File: src/rtl/fetch_unit_if.sv
// fetch_unit_if
// Purpose: bundles the signals between the fetch stage, instruction memory,
// the control unit and the downstream decode stage.
// Ports (no direct ports; signals grouped by modport):
//   master (fetch_unit side):
//     out: imemReq, imemAddr[31:0], instrValid, instr[31:0], instrPc[31:0],
//          instrPcPlus4[31:0], op[6:0], funct3[2:0], funct7
//     in:  imemGnt, imemRvalid, imemRdata[31:0], redirect, redirectPc[31:0],
//          instrReady
//   slave (environment side): the same signals with directions reversed.
interface fetch_unit_if;
  logic        imemReq;
  logic [31:0] imemAddr;
  logic        imemGnt;
  logic        imemRvalid;
  logic [31:0] imemRdata;
  logic        redirect;
  logic [31:0] redirectPc;
  logic        instrValid;
  logic        instrReady;
  logic [31:0] instr;
  logic [31:0] instrPc;
  logic [31:0] instrPcPlus4;
  logic [6:0]  op;
  logic [2:0]  funct3;
  logic        funct7;

  modport master (
    output imemReq, imemAddr, instrValid, instr, instrPc, instrPcPlus4,
           op, funct3, funct7,
    input  imemGnt, imemRvalid, imemRdata, redirect, redirectPc, instrReady
  );

  modport slave (
    input  imemReq, imemAddr, instrValid, instr, instrPc, instrPcPlus4,
           op, funct3, funct7,
    output imemGnt, imemRvalid, imemRdata, redirect, redirectPc, instrReady
  );
endinterface

File: src/rtl/fetch_unit.sv
// fetch_unit
// Purpose: instruction fetch stage. Owns the PC, issues variable-latency
// requests to instruction memory, buffers returned words in a small in-order
// FIFO and hands them to decode over a valid/ready handshake. A redirect
// (taken branch/jump) squashes everything fetched down the wrong path.
// Ports:
//   clk    in  rising-edge clock
//   rst_n  in  asynchronous active-low reset
//   bus    fetch_unit_if.master: imem request/grant/response, redirect,
//          and the decoded head-of-buffer outputs
// Parameters:
//   RESET_PC  first PC fetched after reset
//   DEPTH     buffer entries; also the cap on outstanding + buffered words
module fetch_unit #(
  parameter logic [31:0] RESET_PC = 32'h0000_0000,
  parameter int          DEPTH    = 2
) (
  input logic           clk,
  input logic           rst_n,
  fetch_unit_if.master  bus
);

  localparam int                CNT_W   = $clog2(DEPTH + 1);
  localparam logic [CNT_W-1:0]  DEPTH_C = CNT_W'(DEPTH);

  logic [31:0]      pc;
  logic [CNT_W-1:0] outstanding;
  logic [CNT_W-1:0] discard;
  logic [CNT_W-1:0] occupancy;

  // Entry 0 is always the head in both shift-style queues.
  logic [31:0] fifo_instr    [DEPTH];
  logic [31:0] fifo_pc       [DEPTH];
  logic [31:0] inflight_addr [DEPTH];

  logic             credit_ok;
  logic             grant;
  logic             rsp;
  logic             fifo_push;
  logic             fifo_pop;
  logic             head_valid;
  logic [31:0]      head_instr;
  logic [31:0]      head_pc;
  logic [31:0]      pc_next;
  logic [CNT_W-1:0] out_next;
  logic [CNT_W-1:0] disc_next;
  logic [CNT_W-1:0] occ_next;
  logic [CNT_W-1:0] fifo_wr_idx;
  logic [CNT_W-1:0] inflight_wr_idx;
  logic [CNT_W:0]   credit_used;

  // Credits count both in-flight and buffered words, so every response is
  // guaranteed a free buffer slot. rst_n gates the request so nothing is
  // issued while reset is held.
  assign credit_used = {1'b0, outstanding} + {1'b0, occupancy};
  assign credit_ok   = credit_used < {1'b0, DEPTH_C};
  assign bus.imemReq  = credit_ok & ~bus.redirect & rst_n;
  assign bus.imemAddr = pc;

  assign grant      = bus.imemReq & bus.imemGnt;
  assign rsp        = bus.imemRvalid & (outstanding != '0);
  assign head_valid = (occupancy != '0);
  assign fifo_pop   = head_valid & bus.instrReady;
  // A response is kept only if it is not wrong-path and no redirect is
  // happening this cycle.
  assign fifo_push  = rsp & (discard == '0) & ~bus.redirect;

  assign fifo_wr_idx     = occupancy - CNT_W'(fifo_pop);
  assign inflight_wr_idx = outstanding - CNT_W'(rsp);

  // Next-state counters. On redirect every request still outstanding after
  // this cycle's accounting belongs to the wrong path, which also covers any
  // discards already pending.
  always_comb begin
    out_next  = outstanding + CNT_W'(grant) - CNT_W'(rsp);
    disc_next = discard;
    occ_next  = occupancy + CNT_W'(fifo_push) - CNT_W'(fifo_pop);
    pc_next   = pc;
    if (grant) begin
      pc_next = pc + 32'd4;
    end
    if (rsp && (discard != '0)) begin
      disc_next = discard - CNT_W'(1);
    end
    if (bus.redirect) begin
      disc_next = out_next;
      occ_next  = '0;
      pc_next   = bus.redirectPc & 32'hFFFF_FFFC;
    end
  end

  // State registers and the two shift queues. A pop shifts entries toward
  // the head; a push lands just behind the last surviving entry, so a
  // simultaneous push and pop keeps order and occupancy.
  always_ff @(posedge clk or negedge rst_n) begin
    if (!rst_n) begin
      pc          <= RESET_PC;
      outstanding <= '0;
      discard     <= '0;
      occupancy   <= '0;
      for (int i = 0; i < DEPTH; i++) begin
        fifo_instr[i]    <= '0;
        fifo_pc[i]       <= '0;
        inflight_addr[i] <= '0;
      end
    end else begin
      pc          <= pc_next;
      outstanding <= out_next;
      discard     <= disc_next;
      occupancy   <= occ_next;
      if (rsp) begin
        for (int i = 0; i < DEPTH - 1; i++) begin
          inflight_addr[i] <= inflight_addr[i+1];
        end
      end
      if (grant) begin
        for (int i = 0; i < DEPTH; i++) begin
          if (CNT_W'(i) == inflight_wr_idx) begin
            inflight_addr[i] <= pc;
          end
        end
      end
      if (fifo_pop) begin
        for (int i = 0; i < DEPTH - 1; i++) begin
          fifo_instr[i] <= fifo_instr[i+1];
          fifo_pc[i]    <= fifo_pc[i+1];
        end
      end
      if (fifo_push) begin
        for (int i = 0; i < DEPTH; i++) begin
          if (CNT_W'(i) == fifo_wr_idx) begin
            fifo_instr[i] <= bus.imemRdata;
            fifo_pc[i]    <= inflight_addr[0];
          end
        end
      end
    end
  end

  // Stale buffer contents are masked so every data output reads 0 when empty.
  assign head_instr = head_valid ? fifo_instr[0] : 32'h0;
  assign head_pc    = head_valid ? fifo_pc[0]    : 32'h0;

  assign bus.instrValid   = head_valid;
  assign bus.instr        = head_instr;
  assign bus.instrPc      = head_pc;
  assign bus.instrPcPlus4 = head_valid ? head_pc + 32'd4 : 32'h0;
  assign bus.op           = head_instr[6:0];
  assign bus.funct3       = head_instr[14:12];
  assign bus.funct7       = head_instr[30];

  counters_bounded: assert property (@(posedge clk) disable iff (!rst_n)
    (outstanding <= DEPTH_C) && (discard <= outstanding) &&
    (occupancy <= DEPTH_C) && (credit_used <= {1'b0, DEPTH_C}));

endmodule

File: src/flat_wrapper.sv
// flat-port wrapper written by rule: the top's interface ports become plain ports
module fetch_unit_flat 
#(
  parameter logic [31:0] RESET_PC = 32'h0000_0000,
  parameter int          DEPTH    = 2
)
  (clk, rst_n, bus_imemReq, bus_imemAddr, bus_instrValid, bus_instr, bus_instrPc, bus_instrPcPlus4, bus_op, bus_funct3, bus_funct7, bus_imemGnt, bus_imemRvalid, bus_imemRdata, bus_redirect, bus_redirectPc, bus_instrReady);
  fetch_unit_if bus_i ();
  input logic clk;
  input logic rst_n;
  output wire logic [$bits(bus_i.imemReq)-1:0] bus_imemReq;
  output wire logic [$bits(bus_i.imemAddr)-1:0] bus_imemAddr;
  output wire logic [$bits(bus_i.instrValid)-1:0] bus_instrValid;
  output wire logic [$bits(bus_i.instr)-1:0] bus_instr;
  output wire logic [$bits(bus_i.instrPc)-1:0] bus_instrPc;
  output wire logic [$bits(bus_i.instrPcPlus4)-1:0] bus_instrPcPlus4;
  output wire logic [$bits(bus_i.op)-1:0] bus_op;
  output wire logic [$bits(bus_i.funct3)-1:0] bus_funct3;
  output wire logic [$bits(bus_i.funct7)-1:0] bus_funct7;
  input wire logic [$bits(bus_i.imemGnt)-1:0] bus_imemGnt;
  input wire logic [$bits(bus_i.imemRvalid)-1:0] bus_imemRvalid;
  input wire logic [$bits(bus_i.imemRdata)-1:0] bus_imemRdata;
  input wire logic [$bits(bus_i.redirect)-1:0] bus_redirect;
  input wire logic [$bits(bus_i.redirectPc)-1:0] bus_redirectPc;
  input wire logic [$bits(bus_i.instrReady)-1:0] bus_instrReady;
  assign bus_imemReq = bus_i.imemReq;
  assign bus_imemAddr = bus_i.imemAddr;
  assign bus_instrValid = bus_i.instrValid;
  assign bus_instr = bus_i.instr;
  assign bus_instrPc = bus_i.instrPc;
  assign bus_instrPcPlus4 = bus_i.instrPcPlus4;
  assign bus_op = bus_i.op;
  assign bus_funct3 = bus_i.funct3;
  assign bus_funct7 = bus_i.funct7;
  assign bus_i.imemGnt = bus_imemGnt;
  assign bus_i.imemRvalid = bus_imemRvalid;
  assign bus_i.imemRdata = bus_imemRdata;
  assign bus_i.redirect = bus_redirect;
  assign bus_i.redirectPc = bus_redirectPc;
  assign bus_i.instrReady = bus_instrReady;
  fetch_unit #(.RESET_PC(RESET_PC), .DEPTH(DEPTH)) u_core (.clk(clk), .rst_n(rst_n), .bus(bus_i));
endmodule
File: config.mk
export PLATFORM = sky130hd
export DESIGN_NAME = fetch_unit_flat
export DESIGN_NICKNAME = d
export VERILOG_FILES = /design/src/rtl/fetch_unit_if.sv /design/src/rtl/fetch_unit.sv /design/src/flat_wrapper.sv
export SDC_FILE = /design/constraint.sdc
export NUM_CORES = 1
export LEC_CHECK = 0
export BUFFER_PORTS_ARGS = -buffer_cell sky130_fd_sc_hd__clkbuf_2
export CAP_MARGIN = 40
export CORE_MARGIN = 1
export CORE_UTILIZATION = 51
export CTS_BUF_LIST = sky130_fd_sc_hd__clkbuf_4
export CTS_CLUSTER_SIZE = 20
export DETAILED_ROUTE_END_ITERATION = 10
export GPL_TIMING_DRIVEN = 0
export HOLD_SLACK_MARGIN = 0.05
export PLACE_DENSITY = 0.74
export REMOVE_ABC_BUFFERS = 1
export SLEW_MARGIN = 0
export SYNTH_ARGS = -nofsm -noshare
export SYNTH_HDL_FRONTEND = slang
export SYNTH_SLANG_ARGS = --single-unit
File: constraint.sdc
create_clock -name clk -period 6.8 [get_ports clk]
set_clock_uncertainty 0.15 [all_clocks]
set_input_delay 1.7 -clock clk [delete_from_list [all_inputs] [get_ports clk]]
set_output_delay 1.7 -clock clk [all_outputs]
set_load 0.005 [all_outputs]
==> results of run 1 <==
==> report_power, final <==
| group | internal (mW) | switching [mW] | total [mW] |
|---|---|---|---|
| sequential | 1.85 | 0.422 | 2.27 |
| combinational | 0.899 | 0.883 | 1.78 |
| clock | 0.589 | 0.528 | 1.12 |
==> final cells by class <==
| type | instances | area (sq um) | area share [%] |
|---|---|---|---|
| inverter | 21 | 81.3 | 0.608 |
| timing repair buffer | 220 | 1340 | 9.98 |
| antenna | 2 | 5.00 | 0.0374 |
| clock buffer | 89 | 668 | 4.99 |
| sequential | 226 | 5660 | 42.3 |
| tap | 280 | 350 | 2.62 |
| multi-input combinational | 755 | 5240 | 39.2 |
| clock inverter | 9 | 43.8 | 0.327 |
==> layer usage <==
metal	global-route usage (%)	share of wire, %	vias up
met1	30.5	45	4251
li1	-	-	4212
met4	8.50	2.0	0
met3	4.43	5.9	46
met2	37.1	47	282
met5	0	0	-
==> cells by family after synthesis <==
| group | after synthesis | share of synthesized area, % |
|---|---|---|
| simple gates | 358 | 16.1 |
| flops | 226 | 49.8 |
| mux | 187 | 17.5 |
| compound gates | 170 | 8.80 |
| buf+inv | 103 | 4.48 |
| xor+xnor | 29 | 2.24 |
| fa+ha+maj | 9 | 1.06 |
| other cells | 1 | 0.0330 |
==> worst paths after layout <==
check	slack [ps]	depth (start not counted)	end
min reg2reg	340	2	u_core.inflight_addr[12]
max in group asynchronous	4540	3	u_core.fifo_instr[12]
max reg2reg	2350	13	u_core.fifo_instr[56]
min in group asynchronous	710	1	u_core.inflight_addr[34]
min	340	2	u_core.inflight_addr[12]
max	990	11	bus_instrPcPlus4[28]
==> cells in the final DEF, fill, tap and decap left out, drive strengths merged, types with 18 or more instances in the layout <==
| cell | n |
|---|---|
| mux2 | 90 |
| nand2 | 53 |
| xor2 | 18 |
| mux2i | 97 |
| inv | 21 |
| o21ai | 25 |
| nor2 | 145 |
| dfrtp | 226 |
| nand4 | 23 |
| a21oi | 103 |
| clkbuf | 295 |
| and2 | 62 |
| nand3 | 32 |
==> metrics by stage <==
step	util, %	instance area, sq um	power, mW	cells	hold WS [ps]
global route	61.3	13400	5.59	1602	358
floorplan	-	10900	3.41	1002	299
detailed placement	58.0	12700	4.10	1502	324
CTS	61.3	13400	5.25	1600	340
finish	61.3	13400	5.17	1602	338
global placement	56.4	12300	4.01	1488	311
==> cells in the mapped netlist, types with 19 or more instances <==
cell and count:
sky130_fd_sc_hd__mux2i_1 97, sky130_fd_sc_hd__nand3_1 31, sky130_fd_sc_hd__nand4_1 20, sky130_fd_sc_hd__buf_4 21, sky130_fd_sc_hd__dfrtp_1 226, sky130_fd_sc_hd__inv_1 20, sky130_fd_sc_hd__nor2_1 144, sky130_fd_sc_hd__buf_2 19
sky130_fd_sc_hd__and2_1 62, sky130_fd_sc_hd__clkbuf_1 37, sky130_fd_sc_hd__o21ai_0 23, sky130_fd_sc_hd__a21oi_1 103, sky130_fd_sc_hd__mux2_2 90, sky130_fd_sc_hd__nand2_1 52
==> sequential cells by signal (all words and copies together) (netlist names) <==
signal / cells
u_core.fifo_instr: 64
u_core.fifo_pc: 64
u_core.outstanding: 2
u_core.bus.imemAddr: 30
u_core.discard: 2
u_core.occupancy: 2
u_core.inflight_addr: 62
==> worst max-delay path, delay by kind of cell (launching register included) <==
kind,cells,cell delay (ps)
simple gates,6,1570
buf+inv,3,660
flops,1,590
fa+ha+maj,1,220
compound gates,1,220
==> run summary, run 1 <==
The leakage power total is roughly 7.0 nW. Clock tree synthesis selected as its root buffer the cell sky130_fd_sc_hd__clkbuf_4. The number of standard cells after synthesis is roughly 1,100. For the worst setup path, the data required time is 4950 ps. The fraction of synthesis flops using an asynchronous set or reset pin is 100%. The total CTS buffers came out at 59. By area the synthesized netlist is led by sky130_fd_sc_hd__dfrtp_1, sky130_fd_sc_hd__mux2_2, sky130_fd_sc_hd__mux2i_1. The final worst-path setup slack is 991 ps. Clock latency on the worst-skew pair, taken at its later pin, is about 680 ps. The achievable clock frequency is 172 MHz. The tree built by TritonCTS fans out to 226 sinks. The initial antenna violation count came out at 1. The worst hold path begins at u_core.inflight_addr[12]. The worst-case IR drop observed on VDD is 0.000159 V. The global-route wire length before repair is between 40,000 and 50,000 microns. At the pin with the least slew margin, the transition time is ~800 ps. The origin of the worst setup path is u_core.occupancy[1]. The wire length reported by the detailed router came out at 25,700 microns.

The post-detailed-route via-to-cell ratio is around 5.5. The clock transition at the registers of the reported paths came out at 70 ps. The number of enable-type register cells in the synthesized netlist is 0. The number of nets in the final layout came out at roughly 1,400.

The maximum fanout encountered on the critical timing path is 48. The initial utilization of the core area, before any placement, comes to 52.1%. The worst setup path is launched from a flip-flop. After global routing the overflow that remains totals 0. The pin count of the biggest net entering global routing is between 100 and 150. The final-report setup violation count is 0. The number of slew-limit violations in the final report is 0. After detailed routing, the number of remaining DRC violations is 0. The synthesis-to-layout area growth is 17.7%. The average cell area after synthesis came out at roughly 10 sq um. The count of boundary I/O pins is approximately 210. Setup repair after global routing left no endpoint under its margin. For this block, the via count after detailed routing is 8,791.

Global routing used 23.0% of the available tracks across all layers. The sequential-to-total area share from yosys stat is ~50%. The data arrival time of the worst path came out at between 3000 and 4000 ps.

The min-delay analysis places its worst path in the category flip-flop to flip-flop. Power spread over the standard cell area amounts to roughly 390 mW/mm^2. The number of global-route vias before repair is approximately 8,400. The routed design could run at a clock period as short as around 5800 ps. Max-cap violations in this run came to 0. The total iterations of the first detailed-routing run is 5. In this run the number of H-tree levels came out at 2. The library cell contributing the largest single delay on the critical path is sky130_fd_sc_hd__dfrtp_1. The setup slack at placement is about 1700 ps. In this design, the stage delay of the slowest critical-path cell is ~590 ps.

The remaining number of nets flagged by the antenna check after routing came out at 0. The filler cells instantiated in the layout total about 1,900. The number of DRC violations after detailed-routing iteration 0 is 380. The sum of negative setup slack came out at 0 ps. The hold violation count in the final report is 0. The placer congestion estimate came out at 0.847. In the synthesized netlist the dominant register cell turns out to be sky130_fd_sc_hd__dfrtp_1. By instance count, the cell type seen most on the critical path is sky130_fd_sc_hd__nand4_1. The vertical die dimension came out at about 150 microns. The run finished with clean final reports. The largest total area in the synthesized netlist belongs to sky130_fd_sc_hd__dfrtp_1. In this run the core area contains 54 standard-cell rows. The horizontal die dimension came out at between 150 and 200 microns. The synthesized flop and latch total came out at ~230. The final period utilization came out at a little under nine tenths. In the final routed layout, each cell accounts on average for 16.1 microns.

Cells with a size suffix above 1 make up between 30 and 40% of the layout. The post-cts resize count came out at 0. The CTS tree is done. The number of distinct library cells after synthesis is 54. The startpoint identified for the worst register-to-register timing path is u_core.occupancy[1].

The worst slew margin relative to its limit came out at between 40 and 50%. The clock passes through at most 3 buffers. The Yosys step of the flow raised 0 warnings. STA classifies the critical path endpoint as an output port. The die covers about 0.023 sq mm.

The path type of the worst setup path is flip-flop to output port. After floorplanning, the core was sized to cover roughly 0.022 sq mm. The synthesized design devotes to its leading area cell type roughly half of total area.

The signal on the critical path passes through nor2_2 -> inv_2 -> buf_12 -> and2_1 -> ha_1 -> nand4_1 -> or2_1 -> nor4_4 -> nand4_1 -> a21oi_1 -> clkbuf_2. In this run the post-CTS setup repair buffer count came out at 0. The number of hold buffers added after CTS is 0. After legalization and detailed placement, the total HPWL measured between 15,000 and 20,000 microns. The combined area of all synthesized cells came out at about 0.011 sq mm.

The total of buffers placed on input and output ports is 206.
No activity file was read; power rests on OpenSTA's default activity.
==> inputs of run 2 (changes only) <==
ABC_AREA = 1   (was not set)
==> run 2 against run 1 <==
Compared with the run above:
- fmax grew 10%
- utilization shrank 0.21 points
- routed wire length grew 18%
- largest cell class unchanged
- synthesized cell count grew 52%
- flip-flop and latch count is the same
- area after synthesis grew 6.0%
==> run summary, run 2 <==
Run status: finished, final reports clean (unchanged). The final period utilization is 77.6% (was 85.4%). The share of layout cells above drive strength 1 is 18.4% (was 32.3%). The number of distinct library cells after synthesis came out at 36 (was 54). The leakage power total came out at 7.22 nW (was 7.03 nW). The post-detailed-route via-to-cell ratio came out at 5.04 (was 5.49). The total clock sinks is 226 (unchanged).

The floorplan die area came out at 0.0242 sq mm (was 0.0229 sq mm). The area after detailed placement came out at 0.0133 sq mm (was 0.0127 sq mm). The vertical die dimension is 156 microns (was 151 microns).

The average cell area after synthesis is 7.31 sq um (was 10.5 sq um). The clock latency at the later pin of the worst-skew pair came out at 680 ps (about the same). The synthesized flop and latch total is 226 (unchanged). The initial antenna violation count came out at 1 (unchanged). The total CTS buffers came out at 61 (was 59). The clock transition at the registers of the reported paths is 60 ps (was 70 ps). The setup fix buffers added after clock tree synthesis came out at 0 (unchanged).

The post-route total power came out at 5.02 mW (was 5.17 mW). The post-route DRC violation count is 0 (unchanged). The kind of start point of the critical path was an input port (was flip-flop). The maximum fanout encountered on the critical timing path is 104 (was 48). The power per unit of standard cell area came out at 359 mW/mm^2 (was 387 mW/mm^2). The number of H-tree branching levels came out at 2 (unchanged). The global-route wire length before repair is 50,100 microns (was 41,600 microns). The most frequent standard cell in the layout excluding fill and tap cells is sky130_fd_sc_hd__nand2_1 (was sky130_fd_sc_hd__dfrtp_1). The max-cap violation count came out at 0 (unchanged).

The via count came out at 11,000 (was 8,791). The yosys synthesis warning count came out at 0 (unchanged). The endpoint kind of the worst setup timing path is an output port (unchanged).

The number of global-route vias before repair is 10,300 (was 8,373). The routed length per placed instance is 13.9 microns (was 16.1 microns). The floorplan row count came out at 55 (was 54).

The path type of the worst setup path was input port to output port (was flip-flop to output port). The initial core utilization came out at 52.6% (was 52.1%). The count of boundary I/O pins was 211 (unchanged).

The number of DRC violations after detailed-routing iteration 0 came to 831 (was 380). The number of hold buffers added after CTS is 0 (unchanged). The number of slew-limit violations in the final report was 0 (unchanged).

The setup slack at placement is 1210 ps (was 1660 ps). The final worst-path setup slack came out at 1520 ps (was 991 ps). The data arrival time of the worst path came to 3430 ps (was 3960 ps).

The hold violation count in the final report came out at 0 (unchanged). The cell area after layout came out at 0.0140 sq mm (was 0.0134 sq mm). The final critical-path required period is 5280 ps (was 5810 ps). The number of nets in the final layout came out at 1,916 (was 1,362). The remaining number of nets flagged by the antenna check after routing came to 0 (unchanged). Setup repair after global routing missed its margin: false (unchanged).

The placer congestion estimate is 0.916 (was 0.847). The most frequently used flop master after synthesis is sky130_fd_sc_hd__dfrtp_1 (unchanged). The utilization after layout is 61.1% (was 61.3%). Top cells by instance count after synthesis: sky130_fd_sc_hd__nand2_1, sky130_fd_sc_hd__o21ai_0, sky130_fd_sc_hd__inv_1 (was sky130_fd_sc_hd__dfrtp_1, sky130_fd_sc_hd__nor2_1, sky130_fd_sc_hd__a21oi_1). The buffer levels on the longest clock path is 3 (unchanged). The worst slew margin relative to its limit came out at 45.5% (was 46.3%). Regs by FF count: u_core.fifo_instr (64), u_core.fifo_pc (64), u_core.inflight_addr (62) (unchanged). The CTS tree was done (unchanged).

The pin count of the biggest net entering global routing is 105 (was 108). The HPWL after detailed placement is 21,300 microns (was 17,500 microns). The fraction of synthesis flops using an asynchronous set or reset pin came out at 100% (unchanged). The class of the tightest hold or removal check is flip-flop to flip-flop (unchanged). The total of buffers placed on input and output ports is 206 (unchanged). The combined area of all synthesized cells is 0.0120 sq mm (was 0.0114 sq mm). The global-route usage over all layers is 25.7% (was 23.0%). The top-area cell type share of the netlist area is 46.9% (was 49.8%). The pin slew with the least headroom to its limit came out at 817 ps (was 802 ps). The cell at the root of the clock tree is sky130_fd_sc_hd__clkbuf_4 (unchanged).

The wire length reported by the detailed router came out at 30,500 microns (was 25,700 microns). The sequential-to-total area share from yosys stat is 46.9% (was 49.8%). The total iterations of the first detailed-routing run is 5 (unchanged). The area of the core came out at 0.0229 sq mm (was 0.0218 sq mm). Most frequent cells in the layout: sky130_fd_sc_hd__nand2_1, sky130_fd_sc_hd__o21ai_0, sky130_fd_sc_hd__inv_1, sky130_fd_sc_hd__dfrtp_1, sky130_fd_sc_hd__clkbuf_2 (was sky130_fd_sc_hd__dfrtp_1, sky130_fd_sc_hd__clkbuf_2, sky130_fd_sc_hd__nor2_1, sky130_fd_sc_hd__a21oi_1, sky130_fd_sc_hd__mux2i_1). The worst ir drop on vdd came out at 0.000204 V (was 0.000159 V). The final-report setup violation count came to 0 (unchanged). The cell accounting for the most synthesized area was sky130_fd_sc_hd__dfrtp_1 (unchanged).

The horizontal die dimension came out at 156 microns (was 151 microns). Top cells by area, synth: sky130_fd_sc_hd__dfrtp_1, sky130_fd_sc_hd__nand2_1, sky130_fd_sc_hd__o21ai_0 (was sky130_fd_sc_hd__dfrtp_1, sky130_fd_sc_hd__mux2_2, sky130_fd_sc_hd__mux2i_1). The achievable clock frequency is 190 MHz (was 172 MHz).

The required time reported for the critical path endpoint is 4950 ps (about the same). The number of standard cells after synthesis was 1,649 (was 1,083). The post-route worst hold slack is 334 ps (was 338 ps).

The post-cts resize count is 0 (unchanged). The number of enable-type register cells in the synthesized netlist came out at 0 (unchanged). The synthesis-to-layout area growth is 16.2% (was 17.7%). The overflow left after global routing is 0 (unchanged).

The dominant cell by count in the synthesized netlist is sky130_fd_sc_hd__nand2_1 (was sky130_fd_sc_hd__dfrtp_1).
-- run 2: cells by family after synthesis --
kind of cell | after synthesis | share of synthesized area, %
AND/OR/NAND/NOR | 740 | 25.0
buffers and inverters | 329 | 11.4
AO/OA/AOI/OAI | 316 | 13.6
flip-flops | 226 | 46.9
XOR/XNOR | 28 | 2.04
adder cells (fa/ha/maj) | 9 | 0.997
other | 1 | 0.0311
-- run 2: power by group --
part	total, mW	internal, mW	switching, mW
clock	1.15	0.592	0.561
combinational	1.79	0.635	1.15
sequential	2.08	1.80	0.282
-- run 2: final timing paths --
| check | start | endpoint | slack, ps | cells past startpoint |
|---|---|---|---|---|
| worst max-delay path | rst_n | bus_imemReq | 1520 | 6 |
| worst min-delay path | u_core.inflight_addr[24] | u_core.inflight_addr[24] | 330 | 2 |
| worst max register to register | u_core.occupancy[1] | u_core.fifo_pc[57] | 3040 | 11 |
| worst min register to register | u_core.inflight_addr[24] | u_core.inflight_addr[24] | 330 | 2 |
| max in group asynchronous | rst_n | u_core.bus.imemAddr[3] | 4430 | 3 |
| min in group asynchronous | rst_n | u_core.fifo_instr[29] | 810 | 1 |
-- run 2: cell type report --
| type | count | area [sq um] |
|---|---|---|
| Antenna cell | 1 | 2.50 |
| Clock buffer | 89 | 668 |
| Clock inverter | 14 | 55.1 |
| Fill cell | 2132 | 8920 |
| Inverter | 237 | 892 |
| Multi-Input combinational cell | 1095 | 5050 |
| Sequential cell | 226 | 5660 |
| Tap cell | 313 | 392 |
| Timing Repair Buffer | 216 | 1280 |
-- run 2: metal layers --
metal | track usage [%] | wire length, microns
met1 | 35.1 | 14000
met2 | 40.8 | 13700
met3 | 4.17 | 2010
met4 | 10.2 | 814
met5 | 0 | 0
-- run 2: critical path, cell delays in order --
cell	delay (ps)
sky130_fd_sc_hd__clkbuf_8	410
sky130_fd_sc_hd__buf_16	460
sky130_fd_sc_hd__buf_16	340
sky130_fd_sc_hd__inv_1	70
sky130_fd_sc_hd__nor3_1	170
sky130_fd_sc_hd__clkbuf_2	150
-- run 2: through the flow --
step | setup TNS, ps | cells
floorplan | 0 | 1558
global placement | -531720 | 2077
detailed placement | 0 | 2087
CTS | 0 | 2190
global route | 0 | 2191
finish | 0 | 2191
